### src/rtl/wb_initiator.sv
// ---------------------------------------------------------------------------
// wb_initiator
//
// Converts a single-outstanding valid/ready request into one Wishbone classic
// bus cycle. The result goes back through a valid/ready response channel.
// A request is accepted only in IDLE. The bus signals are registered at
// acceptance and held until the responder acks. The response is then held
// until it is consumed.
//
// Optional feature (macro WB_INITIATOR_TIMEOUT_EN):
//   A 16-bit watchdog closes a bus cycle that has gone TIMEOUT cycles without
//   ack and returns rsp_err=1. Without the macro the bus waits forever for
//   ack and rsp_err is always 0.
//
// Parameters:
//   TIMEOUT    cycles a bus cycle may stay open without ack (1..65535)
//
// Ports:
//   clk, reset_n                      clock (rising edge), async active-low reset
//   req_valid/req_ready               request handshake
//   req_we/req_addr/req_data/req_sel  request payload
//   rsp_valid/rsp_ready               response handshake
//   rsp_data/rsp_err                  read data (0 for writes/errors), timeout flag
//   o_wb_cyc/o_wb_stb/o_wb_we         Wishbone cycle, strobe, write enable
//   o_wb_addr/o_wb_data/o_wb_sel      Wishbone address, write data, byte select
//   i_wb_ack/i_wb_data                Wishbone acknowledge and read data
// ---------------------------------------------------------------------------
module wb_initiator #(
    parameter int TIMEOUT = 255
) (
    input  logic        clk,
    input  logic        reset_n,
    input  logic        req_valid,
    output logic        req_ready,
    input  logic        req_we,
    input  logic [31:0] req_addr,
    input  logic [31:0] req_data,
    input  logic [3:0]  req_sel,
    output logic        rsp_valid,
    input  logic        rsp_ready,
    output logic [31:0] rsp_data,
    output logic        rsp_err,
    output logic        o_wb_cyc,
    output logic        o_wb_stb,
    output logic        o_wb_we,
    output logic [31:0] o_wb_addr,
    output logic [31:0] o_wb_data,
    output logic [3:0]  o_wb_sel,
    input  logic        i_wb_ack,
    input  logic [31:0] i_wb_data
);

    typedef enum logic [1:0] {
        IDLE = 2'd0,
        BUS  = 2'd1,
        RESP = 2'd2
    } state_t;

    state_t      state_reg, state_next;
    logic        wb_cyc_reg, wb_cyc_next;
    logic        wb_we_reg, wb_we_next;
    logic [31:0] wb_addr_reg, wb_addr_next;
    logic [31:0] wb_data_reg, wb_data_next;
    logic [3:0]  wb_sel_reg, wb_sel_next;
    logic        rsp_valid_reg, rsp_valid_next;
    logic [31:0] rsp_data_reg, rsp_data_next;
    logic        rsp_err_reg, rsp_err_next;
    logic        timeout_hit;

`ifdef WB_INITIATOR_TIMEOUT_EN
    localparam logic [15:0] TMO_LAST = 16'(TIMEOUT - 1);

    logic [15:0] tmo_cnt_reg, tmo_cnt_next;

    // The count equals the number of BUS cycles already spent without ack.
    // On the edge where it is TIMEOUT-1, the current cycle is the TIMEOUT-th.
    assign timeout_hit = (tmo_cnt_reg == TMO_LAST);

    always_comb begin
        tmo_cnt_next = tmo_cnt_reg;
        if (state_reg == IDLE) begin
            tmo_cnt_next = 16'd0;
        end else if (state_reg == BUS && !i_wb_ack && !timeout_hit) begin
            tmo_cnt_next = tmo_cnt_reg + 16'd1;
        end
    end

    always_ff @(posedge clk or negedge reset_n) begin
        if (!reset_n) begin
            tmo_cnt_reg <= 16'd0;
        end else begin
            tmo_cnt_reg <= tmo_cnt_next;
        end
    end
`else
    // No watchdog. TIMEOUT is only referenced here so that it does not
    // dangle in this build.
    localparam logic [15:0] TMO_UNUSED = 16'(TIMEOUT);
    logic unused_timeout;
    assign unused_timeout = ^TMO_UNUSED;
    assign timeout_hit    = 1'b0;
`endif

    always_comb begin
        state_next     = state_reg;
        wb_cyc_next    = wb_cyc_reg;
        wb_we_next     = wb_we_reg;
        wb_addr_next   = wb_addr_reg;
        wb_data_next   = wb_data_reg;
        wb_sel_next    = wb_sel_reg;
        rsp_valid_next = rsp_valid_reg;
        rsp_data_next  = rsp_data_reg;
        rsp_err_next   = rsp_err_reg;
        case (state_reg)
            IDLE: begin
                // req_ready is high throughout IDLE once out of reset.
                if (req_valid) begin
                    state_next   = BUS;
                    wb_cyc_next  = 1'b1;
                    wb_we_next   = req_we;
                    wb_addr_next = req_addr;
                    wb_data_next = req_data;
                    wb_sel_next  = req_sel;
                end
            end
            BUS: begin
                // Ack has priority over a timeout in the same cycle.
                if (i_wb_ack) begin
                    state_next     = RESP;
                    wb_cyc_next    = 1'b0;
                    rsp_valid_next = 1'b1;
                    rsp_err_next   = 1'b0;
                    rsp_data_next  = wb_we_reg ? 32'd0 : i_wb_data;
                end else if (timeout_hit) begin
                    state_next     = RESP;
                    wb_cyc_next    = 1'b0;
                    rsp_valid_next = 1'b1;
                    rsp_err_next   = 1'b1;
                    rsp_data_next  = 32'd0;
                end
            end
            RESP: begin
                if (rsp_ready) begin
                    state_next     = IDLE;
                    rsp_valid_next = 1'b0;
                end
            end
            default: begin
                state_next  = IDLE;
                wb_cyc_next = 1'b0;
            end
        endcase
    end

    always_ff @(posedge clk or negedge reset_n) begin
        if (!reset_n) begin
            state_reg     <= IDLE;
            wb_cyc_reg    <= 1'b0;
            wb_we_reg     <= 1'b0;
            wb_addr_reg   <= 32'd0;
            wb_data_reg   <= 32'd0;
            wb_sel_reg    <= 4'd0;
            rsp_valid_reg <= 1'b0;
            rsp_data_reg  <= 32'd0;
            rsp_err_reg   <= 1'b0;
        end else begin
            state_reg     <= state_next;
            wb_cyc_reg    <= wb_cyc_next;
            wb_we_reg     <= wb_we_next;
            wb_addr_reg   <= wb_addr_next;
            wb_data_reg   <= wb_data_next;
            wb_sel_reg    <= wb_sel_next;
            rsp_valid_reg <= rsp_valid_next;
            rsp_data_reg  <= rsp_data_next;
            rsp_err_reg   <= rsp_err_next;
        end
    end

    // Gate with reset_n so that ready is low while reset is asserted.
    // The state is already IDLE during reset.
    assign req_ready = (state_reg == IDLE) && reset_n;
    assign rsp_valid = rsp_valid_reg;
    assign rsp_data  = rsp_data_reg;
    assign rsp_err   = rsp_err_reg;
    assign o_wb_cyc  = wb_cyc_reg;
    assign o_wb_stb  = wb_cyc_reg;
    assign o_wb_we   = wb_we_reg;
    assign o_wb_addr = wb_addr_reg;
    assign o_wb_data = wb_data_reg;
    assign o_wb_sel  = wb_sel_reg;

endmodule

### config.mk
export PLATFORM = sky130hd
export DESIGN_NAME = wb_initiator
export DESIGN_NICKNAME = d
export VERILOG_FILES = /design/src/rtl/wb_initiator.sv
export SDC_FILE = /design/constraint.sdc
export NUM_CORES = 1
export LEC_CHECK = 0
export BUFFER_PORTS_ARGS = -buffer_cell sky130_fd_sc_hd__buf_4
export CAP_MARGIN = 20
export CORE_MARGIN = 4
export CORE_UTILIZATION = 40
export DETAILED_ROUTE_END_ITERATION = 12
export GPL_ROUTABILITY_DRIVEN = 1
export HOLD_SLACK_MARGIN = 0.08
export MAX_ROUTING_LAYER = met4
export PLACE_DENSITY_LB_ADDON = 0.2
export SLEW_MARGIN = 30
export SYNTH_ARGS = -nofsm -noshare
export SYNTH_HDL_FRONTEND = slang
export SYNTH_SLANG_ARGS = --single-unit
### constraint.sdc
create_clock -name clk -period 2.3 [get_ports clk]
set_input_delay 0.345 -clock clk [delete_from_list [all_inputs] [get_ports clk]]
set_output_delay 0.345 -clock clk [all_outputs]
set_load 0.1 [all_outputs]
==> run_results.csv, run 1 <==
group,metric,value,unit
synth,share_of_synthesized_area_occupied_by_flip_flops_and_latches,64.0,%
clock_tree,cts_setup_buffers,0,
synth,postSynthAreaPerCell,13.4,sq um
clock_tree,clock_buffers_created_by_tritoncts,9,
routing,drt_first_pass_iters,4,
floorplanning,fp.dieH,109,um
layout,drive_gt1_share,56.2,%
sta,fin_worst_skew,0.00732,ns
clock_tree,cts_tree,"yes",
clock_tree,clock_transition_time_at_the_flip_flop_clock_pins_of_the_worst_setup_and_hold_paths,0.09,ns
sta,finalHoldViolCount,0,
place,routabilityCongestion,0.748,
worst_setup_path,critical_path_class,"input port to output port",
synth,netlist_area,4100,sq um
place,post-dp-hpwl,7400,um
synth,synth.mux.area_fraction,19.2,%
synth,synthesis.instances,306,
place,portBuffers,210,
synth,dominant_combinational_cell_family_by_area_after_synthesis,"multiplexers",
clock_tree,clock_tree.root_cell,"sky130_fd_sc_hd__clkbuf_8",
floorplanning,die_x,109,um
synth,synth_adder_area_share,0,%
routing,post_drt_wl_per_cell,15.3,um
flow_run,maxCapViolCount,0,
routing,remaining_drc_errors,0,
routing,dr_total_vias,3010,
clock_tree,cts.sinks,105,
global_route,number_of_global_route_vias_before_repair,3002,
worst_setup_path,worstPathRequired,1.96,ns
synth,syn-num-nets,412,
sta,period_needed,2.09,ns
clock_tree,cts_hold_buffers,1,
clock_tree,cts_max_path_buffers,2,
synth,synth_largest_type_area_fraction,64.0,%
routing,route.detailed.vias_per_inst,4.62,
min_path,hold_class,"input port to register",
synth,yosysUniqueCellTypes,21,
synth,synth_enable_flop_cells,0,
synth,synth.top_cells.by_area,"sky130_fd_sc_hd__dfrtp_1, sky130_fd_sc_hd__mux2_2, sky130_fd_sc_hd__nand2b_1",
synth,yosys_warnings,0,
global_route,gr-usage-all-layers,16.9,%
status,outcome,"finished, final reports clean",
routing,route.final.wire_length,9950,um
sta,max-slew-margin-rel,64.3,%
synth,synth-compound-area-share,4.57,%
layout,antenna-diode-count,0,
layout,num-fill-cells,823,
sta,final_setup_violation_count,0,
layout,area_delta_synth_final,47.4,%
worst_setup_path,start_kind,"input port",
sta,final_max_slew_viol_count,0,
synth,yosys.area_share.simple,9.02,%
global_route,first_pass_grt_wire_length,15200,um
routing,drt_iter0_markers,149,
layout,fin_nets,619,
sta,fin_setup_tns,0,ns
routing,antenna_violating_nets_post_route,0,
worst_setup_path,largest_fanout_of_any_net_on_the_critical_path,25,
floorplanning,num_io_pins,212,
sta,timing.final.crit_share,90.7,%
worst_setup_path,worst_endpoint_data_arrival_time,1.74,ns
synth,synth_xor_area_share,0,%
floorplanning,dieArea,11900,sq um
clock_tree,deepest_level_of_the_cts_h_tree,3,
floorplanning,core-area,9860,sq um
synth,post_synth_most_frequent_cells,"sky130_fd_sc_hd__dfrtp_1, sky130_fd_sc_hd__mux2_2, sky130_fd_sc_hd__nand2_1, sky130_fd_sc_hd__o21ai_0, sky130_fd_sc_hd__nand2b_1",
sta,fmax,480,MHz
global_route,grt_remaining_overflow,0,
sta,grt_setup_unrepaired,"no",
clock_tree,clkLatencyLatePin,0.36,ns
synth,async_flop_share,100,%
floorplanning,floorplan.initialDensity,41.6,%
synth,top_count_cell_post_synth,"sky130_fd_sc_hd__dfrtp_1",
clock_tree,cts.repair.resized,0,
synth,ys.flop_type,"sky130_fd_sc_hd__dfrtp_1",
sta,worst-slew-pin-transition,0.535,ns
synth,synth_top_area_cell,"sky130_fd_sc_hd__dfrtp_1",
global_route,grt_antenna_before_repair,0,
floorplanning,placement_rows,36,
synth,ys_ff_latch,105,
global_route,grt_start_max_net_pins,70,
sta,fin_worst_hold_slack,0.166,ns
worst_setup_path,cp-end-kind,"output port",
cells by family (layout without fill, tap and decap cells):
logic type	count (synthesis)	after routing
DFF	105	105
and+or+nand+nor	71	71
muxes	70	70
AOI/OAI and AO/OA	37	37
buffers and inverters	22	234
other	1	1
worst max-delay path, cell delays in order:
cell	delay [ns]
sky130_fd_sc_hd__dlygate4sd3_1	0.53
sky130_fd_sc_hd__buf_4	0.31
sky130_fd_sc_hd__nor3b_2	0.22
sky130_fd_sc_hd__buf_4	0.31
worst paths after layout:
check | end | start | slack [ns] | cells past startpoint
setup / recovery | req_ready | reset_n | 0.21 | 4
hold / removal | state_reg[1] | rsp_ready | 0.17 | 2
setup reg to reg | o_wb_data[28] | state_reg[0] | 0.64 | 3
hold reg to reg | rsp_data[27] | rsp_data[27] | 0.49 | 2
max in group asynchronous | o_wb_addr[17] | reset_n | 1.02 | 3
min in group asynchronous | o_wb_addr[11] | reset_n | 0.42 | 2
cell type report:
cell class                 instances  area (sq um)  area share, %
clock buffer                      10           128           2.11
clock inverter                     6           130           2.15
inverter                           2          7.51          0.124
multi-input combinational        179          1350           22.4
sequential                       105          2630           43.4
tap                              133           166           2.75
timing repair buffer             216          1640           27.1
layer usage:
layer,GRT usage [%],wire [um]
met5,-,0
met4,8.10,270
met3,3.93,905
met2,24.6,4490
met1,22.6,4290
through the flow:
step	setup WS [ns]	utilization [%]	cell area (sq um)	instances
detailed placement	0.659	58.6	5780	634
finish	0.215	61.3	6050	651
global placement	0.712	58.6	5780	634
global route	0.139	61.3	6050	651
CTS	0.190	61.3	6050	651
floorplan	0.222	-	4110	306
cell usage in the layout, fill, tap and decap left out, drive strengths merged, types with 3 or more instances in the layout:
| master | instances |
|---|---|
| buf | 215 |
| dfrtp | 105 |
| mux2 | 69 |
| nand2 | 33 |
| o21ai | 33 |
| nand2b | 32 |
| clkbuf | 10 |
| bufinv | 4 |
| a21oi | 3 |
Power of run 1 is not shown: default switching activity piles up to over one toggle a cycle in this logic, so the estimate is an artifact.
==> run 2: changes to the inputs <==
- CORE_MARGIN: 4 -> 1.5
- TNS_END_PERCENT: default -> 5
==> run 2 against run 1 <==
Net effect:
- critical path depth stayed put
- global-route usage grew 1.6 points
- sequential share of layout area is 0.51 points lower
- count of clock-buffer cells in the layout is 2 higher
- register-to-register slack lost 0.10 ns
- fmax decreased by 0.69%
==> run_results.csv, run 2 (synthesis gave the netlist of run 1 again) <==
group,metric,value,unit
floorplanning,core-area,9860,sq um
min_path,holdPathEnd,"state_reg[1]",
worst_setup_path,worstPathRequired,1.96,ns
clock_tree,deepest_level_of_the_cts_h_tree,3,
layout,layout.area.seq,2630,sq um
layout,drive_gt1_share,56.7,%
global_route,first_pass_grt_wire_length,15400,um
global_route,number_of_global_route_vias_before_repair,3025,
min_path,timing.hold.worst_path_depth,2,
worst_setup_path,cp-end-kind,"output port",
flow_run,maxCapViolCount,0,
sta,fmax,476,MHz
global_route,grt_remaining_overflow,0,
floorplanning,floorplan.initialDensity,41.6,%
sta,grt_setup_unrepaired,"no",
worst_setup_path,crit-reg2reg-capture,"o_wb_data[8]",
routing,route.detailed.vias_per_inst,4.57,
sta,period_needed,2.10,ns
worst_setup_path,start_kind,"input port",
worst_setup_path,worst_endpoint_data_arrival_time,1.75,ns
sta,timing.final.crit_share,91.3,%
status,outcome,"finished, final reports clean",
layout,num-fill-cells,814,
sta,final_setup_violation_count,0,
layout,fin_nets,623,
worst_setup_path,regToRegSetupSlack,0.54,ns
layout,area_delta_synth_final,49.2,%
worst_setup_path,critical_path_class,"input port to output port",
sta,worst-slew-pin-transition,0.608,ns
clock_tree,cts_max_path_buffers,2,
layout,antenna-diode-count,0,
floorplanning,die_x,104,um
clock_tree,cts_tree,"yes",
sta,final_max_slew_viol_count,0,
floorplanning,dieArea,10900,sq um
routing,dr_total_vias,2994,
clock_tree,clock_tree.root_cell,"sky130_fd_sc_hd__clkbuf_8",
clock_tree,clock_transition_time_at_the_flip_flop_clock_pins_of_the_worst_setup_and_hold_paths,0.10,ns
routing,antenna_violating_nets_post_route,0,
worst_setup_path,largest_fanout_of_any_net_on_the_critical_path,22,
place,post-dp-hpwl,7050,um
sta,finalHoldViolCount,0,
clock_tree,cts.sinks,105,
routing,drt_iter0_markers,132,
clock_tree,cts_hold_buffers,1,
clock_tree,clock_buffers_created_by_tritoncts,9,
place,portBuffers,210,
min_path,hold_class,"input port to register",
layout,layout_commonest_cell,"sky130_fd_sc_hd__buf_4",
place,routabilityCongestion,0.788,
sta,max-slew-margin-rel,59.5,%
worst_setup_path,reg2reg_depth,3,
global_route,gr-usage-all-layers,18.5,%
floorplanning,fp.dieH,104,um
routing,drt_first_pass_iters,4,
floorplanning,placement_rows,36,
clock_tree,cts_setup_buffers,0,
layout,multi_input_area,1350,sq um
routing,route.final.wire_length,9510,um
min_path,worstHoldStart,"rsp_ready",
sta,fin_worst_skew,0.00968,ns
routing,post_drt_wl_per_cell,14.5,um
sta,fin_setup_tns,0,ns
layout,layout.cells.most_common_list,"sky130_fd_sc_hd__buf_4, sky130_fd_sc_hd__dfrtp_1, sky130_fd_sc_hd__mux2_2",
global_route,grt_antenna_before_repair,0,
routing,remaining_drc_errors,0,
worst_setup_path,regToRegStartpoint,"state_reg[0]",
clock_tree,cts.repair.resized,0,
clock_tree,clkLatencyLatePin,0.36,ns
global_route,grt_start_max_net_pins,66,
floorplanning,num_io_pins,212,
[run 2: final cells by class]
type | instances | share of cell area, %
Multi-Input combinational cell | 179 | 22.1
Clock buffer | 12 | 2.70
Tap cell | 133 | 2.72
Clock inverter | 4 | 1.59
Inverter | 2 | 0.123
Timing Repair Buffer | 220 | 27.8
Sequential cell | 105 | 42.9
[run 2: worst max path at each step]
stage | start | end | cells after the start
final | reset_n | req_ready | 4
after global routing | reset_n | req_ready | 4
after CTS | reset_n | req_ready | 4
after detailed placement | state_reg[0] | o_wb_data[8] | 3
after global placement | state_reg[0] | o_wb_data[10] | 3
after floorplan | state_reg[0] | req_ready | 2
[run 2: through the flow]
step / setup slack, ns / area [sq um] / std cells / hold slack [ns] / util [%]
6_report: 0.200 / 6120 / 655 / 0.151 / 62.1
5_1_grt: 0.141 / 6120 / 655 / 0.135 / 62.1
4_1_cts: 0.156 / 6120 / 655 / 0.124 / 62.1
3_5_place_dp: 0.551 / 5850 / 638 / 0.257 / 59.3
3_3_place_gp: 0.605 / 5850 / 638 / 0.257 / 59.3
2_1_floorplan: 0.222 / 4110 / 306 / 0.0494 / -
[run 2: metal layers]
metal  GRT usage (%)  share of wire [%]
met5               -                  0
met1            23.6                 45
met4            6.85                1.4
met2            28.1                 47
met3            5.14                6.9
[run 2: critical path: stages]
cell	delay [ns]
sky130_fd_sc_hd__dlygate4sd3_1	0.57
sky130_fd_sc_hd__buf_4	0.30
sky130_fd_sc_hd__nor3b_2	0.22
sky130_fd_sc_hd__buf_4	0.31
Power of run 2 is left out for the same reason.
==> run 3: changes to the inputs <==
- CORE_UTILIZATION: 40 -> 49
==> run 3 against run 2 <==
Net effect:
- worst hold slack got worse by 0.079 ns
- critical endpoint is now o_wb_data[1]
- global-route usage rose by 2.4 points
- setup slack improved by 0.33 ns
- first-iteration DRC count fell by 29%
- critical path type is now register to register
==> run_results.csv, run 3 (synthesis gave the netlist of run 1 again) <==
group,metric,value,unit
status,outcome,"finished, final reports clean",
sta,fin_setup_tns,0,ns
min_path,hold_class,"input port to asynchronous set/reset pin",
global_route,number_of_global_route_vias_before_repair,2934,
routing,dr_total_vias,3027,
place,routabilityCongestion,0.735,
worst_setup_path,worst_endpoint_data_arrival_time,2.00,ns
worst_setup_path,worstPathRequired,2.53,ns
routing,remaining_drc_errors,0,
floorplanning,core-area,8180,sq um
sta,fmax,565,MHz
layout,layout.cells.most_common_list,"sky130_fd_sc_hd__buf_4, sky130_fd_sc_hd__dfrtp_1, sky130_fd_sc_hd__mux2_2",
clock_tree,cts_max_path_buffers,2,
layout,util_after_layout,73.1,%
routing,route.detailed.vias_per_inst,4.86,
sta,max-slew-margin-rel,61.2,%
clock_tree,cts.repair.resized,0,
place,portBuffers,210,
clock_tree,cts_tree,"yes",
global_route,grt_antenna_before_repair,0,
floorplanning,dieArea,8930,sq um
sta,timing.final.crit_share,77.0,%
layout,area_delta_synth_final,45.6,%
place,post-dp-hpwl,6860,um
clock_tree,cts.sinks,105,
clock_tree,clock_transition_time_at_the_flip_flop_clock_pins_of_the_worst_setup_and_hold_paths,0.09,ns
global_route,grt_remaining_overflow,0,
flow_run,maxCapViolCount,0,
layout,antenna-diode-count,0,
sta,period_needed,1.77,ns
routing,post_drt_wl_per_cell,14.8,um
clock_tree,clkLatencyLatePin,0.35,ns
clock_tree,cts_setup_buffers,0,
worst_setup_path,start_kind,"register",
floorplanning,num_io_pins,212,
floorplanning,placement_rows,33,
sta,final_setup_violation_count,0,
clock_tree,cts_hold_buffers,0,
sta,worst-slew-pin-transition,0.583,ns
global_route,gr-usage-all-layers,20.9,%
layout,fin_nets,619,
routing,drt_iter0_markers,94,
layout,num-fill-cells,571,
global_route,first_pass_grt_wire_length,13900,um
routing,drt_first_pass_iters,4,
routing,route.final.wire_length,9250,um
worst_setup_path,largest_fanout_of_any_net_on_the_critical_path,46,
worst_setup_path,critical_path_class,"register to register",
layout,drive_gt1_share,56.4,%
worst_setup_path,cp-end-kind,"register",
routing,antenna_violating_nets_post_route,0,
floorplanning,fp.dieH,94.5,um
floorplanning,floorplan.initialDensity,50.2,%
floorplanning,die_x,94.5,um
sta,final_max_slew_viol_count,0,
sta,grt_setup_unrepaired,"no",
sta,fin_worst_hold_slack,0.0715,ns
clock_tree,deepest_level_of_the_cts_h_tree,3,
global_route,grt_start_max_net_pins,106,
clock_tree,clock_tree.root_cell,"sky130_fd_sc_hd__clkbuf_8",
sta,fin_worst_skew,0.0155,ns
clock_tree,clock_buffers_created_by_tritoncts,9,
sta,finalHoldViolCount,0,
layout,layout_commonest_cell,"sky130_fd_sc_hd__buf_4",
==> run 3: metal layers <==
layer	share of wire [%]	routed length, um	GRT usage, %	up-vias
met4	1.8	165	7.84	0
met5	0	0	-	-
met2	50	4640	34.4	138
met1	40	3740	25.4	1441
met3	7.6	703	4.67	15
li1	-	-	-	1433
==> run 3: path summary, 6_finish.rpt <==
check	startpoint	end	slack, ns	cells after the start
min reg2reg	rsp_data[15]	rsp_data[15]	0.49	2
max	state_reg[0]	o_wb_data[1]	0.53	3
max in group asynchronous	reset_n	o_wb_data[27]	1.85	2
min	reset_n	o_wb_addr[19]	0.07	2
max reg2reg	state_reg[0]	o_wb_data[1]	0.53	3
min in group clk	rsp_ready	state_reg[1]	0.19	2
==> run 3: area by class of cell <==
class | count | area [sq um] | area share, %
Tap cell | 105 | 131 | 2.20
Inverter | 2 | 7.51 | 0.126
Timing Repair Buffer | 216 | 1630 | 27.4
Clock inverter | 5 | 78.8 | 1.32
Sequential cell | 105 | 2630 | 44.0
Multi-Input combinational cell | 179 | 1350 | 22.7
Clock buffer | 11 | 141 | 2.37
==> run 3: stage by stage <==
step	worst slack, ns	cells	instance area, sq um
2_1_floorplan	0.222	306	4110
3_3_place_gp	0.583	607	5750
3_5_place_dp	0.532	607	5750
4_1_cts	0.524	623	5970
5_1_grt	0.456	623	5970
6_report	0.530	623	5970
==> run 3: critical path, cell delays in order (launching register included) <==
cell	delay, ns
sky130_fd_sc_hd__dfrtp_1	0.49
sky130_fd_sc_hd__nor3b_4	0.23
sky130_fd_sc_hd__buf_4	0.52
sky130_fd_sc_hd__mux2_2	0.41
Power of run 3 is left out for the same reason.
